### config.mk
export PLATFORM = sky130hd
export DESIGN_NAME = bx_sequencer
export DESIGN_NICKNAME = d
export VERILOG_FILES = /design/src/rtl/bx_sequencer.sv
export SDC_FILE = /design/constraint.sdc
export NUM_CORES = 1
export LEC_CHECK = 0
export BUFFER_PORTS_ARGS = -buffer_cell sky130_fd_sc_hd__buf_2
export CAP_MARGIN = 15
export CORE_MARGIN = 8
export CORE_UTILIZATION = 25
export DETAILED_ROUTE_END_ITERATION = 16
export PLACE_DENSITY_LB_ADDON = 0.3
export SLEW_MARGIN = 20
export SYNTH_ARGS = -nofsm -noshare
export SYNTH_HDL_FRONTEND = slang
export SYNTH_SLANG_ARGS = --single-unit
export TNS_END_PERCENT = 100
### constraint.sdc
create_clock -name clk -period 4.6 [get_ports clk]
set_input_delay 1.15 -clock clk [delete_from_list [all_inputs] [get_ports clk]]
set_output_delay 1.15 -clock clk [all_outputs]
set_load 0.01 [all_outputs]
### src/rtl/bx_sequencer.sv
// bx_sequencer: watches the link for start/stop sentinels, generates BX timing
// and forwards ordinary stub words one cycle later, aligned with that timing.
module bx_sequencer #(
    parameter int INPUT_SIZE = 36,
    parameter int CLKS_PER_BX = 150,
    parameter logic [INPUT_SIZE-1:0] START_WORD = 36'hFFFFFFFFF,
    parameter logic [INPUT_SIZE-1:0] STOP_WORD = 36'hFFFFFFFFE
) (
    input  logic                  clk,
    input  logic                  reset,
    input  logic [INPUT_SIZE-1:0] link_in,
    input  logic                  link_valid,
    output logic                  en_proc,
    output logic [2:0]            BX,
    output logic                  first_clk,
    output logic                  not_first_clk,
    output logic [INPUT_SIZE-1:0] stub_out,
    output logic                  stub_valid,
    output logic                  run_active
);
    localparam int CW = $clog2(CLKS_PER_BX);
    localparam logic [CW-1:0] LAST = CW'(CLKS_PER_BX - 1);
    typedef enum logic [1:0] {IDLE, RUN, DRAIN} state_t;
    state_t state;
    logic [CW-1:0] clk_cnt;
    logic is_start, is_stop, is_word, last;
    assign is_start = link_valid && link_in == START_WORD;
    assign is_stop = link_valid && link_in == STOP_WORD;
    assign is_word = link_valid && !is_start && !is_stop;
    assign last = clk_cnt == LAST;
    assign not_first_clk = en_proc & ~first_clk;
    always_ff @(posedge clk or posedge reset) begin
        if (reset) begin
            state <= IDLE;
            en_proc <= 1'b0;
            BX <= 3'b111;
            first_clk <= 1'b0;
            stub_out <= '0;
            stub_valid <= 1'b0;
            run_active <= 1'b0;
            clk_cnt <= '0;
        end else if (state == IDLE) begin
            stub_valid <= 1'b0;
            if (is_start) begin
                state <= RUN;
                en_proc <= 1'b1;
                BX <= 3'd0;
                clk_cnt <= '0;
                first_clk <= 1'b1;
                run_active <= 1'b1;
            end
        end else begin
            stub_valid <= is_word;
            if (is_word) stub_out <= link_in;
            // the run only ever ends on a BX boundary
            if (last && (state == DRAIN || is_stop)) begin
                state <= IDLE;
                en_proc <= 1'b0;
                BX <= 3'b111;
                first_clk <= 1'b0;
                clk_cnt <= '0;
                run_active <= 1'b0;
            end else begin
                clk_cnt <= last ? '0 : clk_cnt + 1'b1;
                first_clk <= last;
                if (last) BX <= BX + 3'd1;
                if (state == RUN && is_stop) state <= DRAIN;
            end
        end
    end
endmodule
==> Word level (Yosys, flattened, before mapping) <==
Index checks and enable logic that the tools add are counted.
{ "op_classes": {"n_addsub": 2, "eq_ne": 6, "muxes": 18, "bitwise_logic": 3, "reduce_logical": 17} }
{ "op_table": {"columns": ["op", "count"], "rows": [
  ["$eq A36 B36 Y1 const B", 2],
  ["$mux W8", 4],
  ["$mux W3", 4],
  ["$add A8 B1 Y8 const B", 1],
  ["$eq A8 B8 Y1 const B", 1],
  ["$mux W2", 4],
  ["$reduce_and A2 Y1", 4],
  ["$logic_and A1 B1 Y1", 6],
  ["$mux W1", 6],
  ["$reduce_bool A3 Y1", 2],
  ["$add A3 B1 Y3 const B", 1],
  ["$eq A2 B1 Y1 const B", 1],
  ["$eq A2 B2 Y1 const B", 1],
  ["$logic_not A1 Y1", 2],
  ["$logic_not A2 Y1", 1],
  ["$ne A2 B2 Y1 const B", 1],
  ["$not A1 Y1", 2],
  ["$reduce_bool A2 Y1", 1],
  ["$and A1 B1 Y1", 1],
  ["$logic_or A1 B1 Y1", 1]
]} }
{ "word_totals": {"regBits": 52, "in_bits": 39, "out_inout_bits": 44} }

==> Depth between registers and ports, before layout <==
{ "depth": {"word_depth": 6, "depth_mapped": 8, "mapped_depth_nobuf": 7} }

==> Worst setup path before layout <==
OpenSTA, ideal clock, no wires.
{ "synth_timing": {"path_type": "input to register", "startpoint": "in link_in[6]", "endpoint": "reg stub_out[0]", "setup_time_ns": 0.125, "t_arrival_ns": 2.654, "t_required_ns": 4.475, "setup_slack_ns": 1.821, "stages": 8, "n_path_buf": 3, "path_cell_list": "nand4_1 -> nor4_2 -> and2_1 -> buf_6 -> a41o_1 -> buf_6 -> buf_12 -> mux2_4"} }
{ "synth_via": {"elab_chain_len": 6} }
{ "synth_rtl": {"columns": ["item", "line_no", "source"], "rows": [
  ["from (decl)", "11", "input logic [INPUT_SIZE-1:0] link_in,"],
  ["$eq A36 B36 Y1", "27", "assign is_start = link_valid && link_in == START_WORD;"],
  ["$logic_and A1 B1 Y1", "27", null],
  ["$logic_not A1 Y1", "29", "assign is_word = link_valid && !is_start && !is_stop;"],
  ["$logic_and A1 B1 Y1", "29", null],
  ["$logic_and A1 B1 Y1 (*)", "29", null],
  ["$reduce_and A2 Y1 (no line) (*)", null, null],
  ["to (signal assigned)", "54", "if (is_word) stub_out <= link_in;"],
  ["to (decl)", "17", "output logic [INPUT_SIZE-1:0] stub_out,"]
]} }
Mark *: on every way between the ends. The rest lies on a longest branch, timed or not.
A chain may end at the register's enable or synchronous reset.

==> Worst setup path after layout <==
{ "layout_timing": {"startpoint": "in link_in[1]", "endpoint": "reg stub_out[5]"} }
Same word-level chain as after synthesis.

==> metrics <==
max-cap violations=0; Die Width=115 µm; drt via density=4.42; GRT Util Overall=0.0923; Final Hold Fails=0; die height=~120 µm; worst hold stages=1; count of cell types in the netlist=36; layout cells sized above 1=0.511; Area Overhead vs Synth=25.3%; Final #Nets=313; Synth Warn #=0; Top Family by Delay on Critical Path=simple AND/OR/NAND/NOR gates; Post-Syn Area per Cell=13.1 µm²; via count=about 1800; Worst Slack Setup Final=1440 ps; fmax=317 MHz; combinational share of power=0.044; HPWL after DPL=4590 µm; CP required=4790 ps; FF+latch count, synth=52; syn nets=between 200 and 250; P_sw=176 µW; Util after Layout=0.319; Post-synth EDFFs=0; dpl cells=397; CTS Buf Count=5; largest family of logic cells by synthesized area=multiplexers; adder-cell share of the synthesized area=0.0152; Period Utilization, post-route=0.687; leak pwr=~1.7 nW; cell count along the critical path=7; fill cell count=1003; PwrDens=between 200 and 300 nW/µm²; Hold EP=stub_out[2]; post-synthesis cell count=about 190; Routability Congestion=0.724; VDD IR-drop max=106 µV; worst reg2reg startpoint=state[0]; Clock Sinks=52; # setup viols final=0; Synth Area in Compound Gates=0.0892; r2r setup slk=2410 ps; area of placed instances=a little under 3000 µm²; DRT met1 WL=between 2000 and 3000 µm; slew margin rel.=0.460; DR pass1 iterations=4; clock group share of total power=0.392; CTS Buffer Depth=2; Post-Route WL=6030 µm; switching share of power=0.217; mux cell area share after synthesis=0.199; hold path startpoint=stub_out[2]; DRC=0; register area share after synthesis=0.529; Reg power frac=0.564; pin count of the biggest net entering global routing=53; Final Max Slew Viols=0; Reg-to-Reg End=stub_out[5]; Worst EP arrival=about 3400 ps; I/O pin count=83; Worst-path clk slew=about 100 ps; worst hold-check path type=reg -> reg; vias in the first global route=about 1900; met2 wire len=2900 µm; hold buffers post-CTS=0; Worst Setup Start Kind=primary input; design area=between 3000 and 4000 µm²; Worst Path Buf+Inv=2; # diodes=0; post_cts resized=0; critical path peak fanout=23; Post-synth top flop=dfrtp_1; first-pass GRT wire length=between 9000 and 10000 µm; worst path cell trace=buf_2 > nand4_1 > nor4_2 > and2_1 > a41o_2 > buf_12 > mux2_2; DIE AREA=13300 µm²; Initial Utilization=0.255; CTS root buffer=clkbuf_8; Max Used Layer=met4; CTS tree=yes; initial antenna violation count=0; Hold WS=494 ps; Crit Path Class=in -> reg; worst reg-to-reg path cell count=5; internal power=635 µW; RSZ-0062 raised after global routing=no; FFs w/ async S/R, synth=1.00; setup TNS=0 ps; row cnt=36; Layout Skew=6.66 ps; pre-CTS setup slack=1090 ps; setup bufs post-CTS=0; slowest CP cell=a41o_2; XOR/XNOR Fraction of Synth Area=0.00355; Period minus WS final=3160 ps; CP peak stage delay=520 ps; number of DRC markers in iteration 0=84; fin cells=405; Tot Pwr=810 µW; Tightest Pin Transition=803 ps; CP endpoint kind=register; total global routing overflow=0; WL/cell=14.9 µm; post-synthesis simple-gate area fraction=0.111; PortBufs=82; post-route ant nets=0; Syn Std Cell Area=2470 µm²; Core Area=9680 µm²; status=complete, no violations; Skew-Pair Late Insertion Delay=300 ps; routed wire length on met3=about 440 µm; H-tree lvl count=2
## logic make-up (layout without fill, tap and decap cells)
| family | Yosys count | count (layout) |
|---|---|---|
| AO/OA/AOI/OAI | 33 | 33 |
| multiplexers | 34 | 34 |
| flip-flops | 52 | 52 |
| XOR/XNOR | 1 | 1 |
| buffers and inverters | 15 | 99 |
| AND/OR/NAND/NOR | 50 | 50 |
| adder cells (fa/ha/maj) | 3 | 3 |
## worst reg2reg max path, cell delays in order, from the launching register on
cell and delay (ps):
dfrtp_1 450, or2_2 410, nand2_1 180, a41o_2 410
buf_12 260, mux2_2 370
## layout by cell type (no fill, tap or decap), types with 2 or more instances in the layout
cell / count
mux2_2: 5
mux2_4: 29
ha_1: 3
a41oi_1: 3
nor2_1: 7
a31oi_1: 5
nand4_1: 11
clkbuf_8: 5
inv_1: 6
buf_2: 82
and4_1: 2
o21ai_0: 13
o22a_1: 2
dfrtp_1: 49
nor4_2: 2
a21oi_1: 3
nand3_1: 7
dfstp_2: 3
o221a_2: 2
nand2_1: 13
## metal layers
layer | vias to the layer above | track usage
met1 | 868 | 0.116
met2 | 52 | 0.150
met4 | 0 | 0.0236
met5 | - | 0
met3 | 4 | 0.0278
li1 | 865 | -
## worst max-delay path by stage
stage | start | end | slack [ps]
final | link_in[1] | stub_out[5] | 1440
after global routing | link_in[1] | stub_out[4] | 1330
after CTS | link_in[1] | stub_out[5] | 1420
after detailed placement | link_in[1] | stub_out[5] | 1090
after global placement | link_in[28] | stub_out[5] | 1140
after floorplan | link_in[6] | stub_out[0] | 1820
## power groups by stage
stage,Combinational (mW),Clock (mW),Sequential [mW]
floorplan,0.0101,0,0.466
global placement,0.0364,0,0.466
detailed placement,0.0369,0,0.466
CTS,0.0371,0.336,0.457
global route,0.0407,0.354,0.457
finish,0.0356,0.318,0.457
## layout make-up
class | instances | area, µm² | area share
sequential | 52 | 1310 | 0.422
clock buffer | 5 | 68.8 | 0.0223
clock inverter | 3 | 46.3 | 0.0150
tap | 133 | 166 | 0.0538
timing repair buffer | 84 | 438 | 0.142
multi-input combinational | 121 | 1040 | 0.336
inverter | 7 | 26.3 | 0.00850
## Yosys cell counts, drive strengths merged, types with 2 or more instances
library cell,number,area share
a21oi,3,0.0061
a31oi,5,0.013
a41oi,3,0.011
and3,2,0.0056
and4,2,0.0071
buf,7,0.041
dfrtp,49,0.50
dfstp,3,0.032
ha,3,0.015
inv,7,0.011
mux2,34,0.20
nand2,13,0.020
nand3,7,0.014
nand4,11,0.028
nor2,7,0.011
nor4,3,0.013
o21ai,13,0.026
o221a,2,0.0091
o22a,2,0.0071
## registers in the layout (all words and copies together), names as in the netlist
register	cells
state	2
clk_cnt	8
first_clk	1
BX	3
run_active	1
stub_out	36
stub_valid	1
Note: power is estimated with default switching activity, not from simulation.
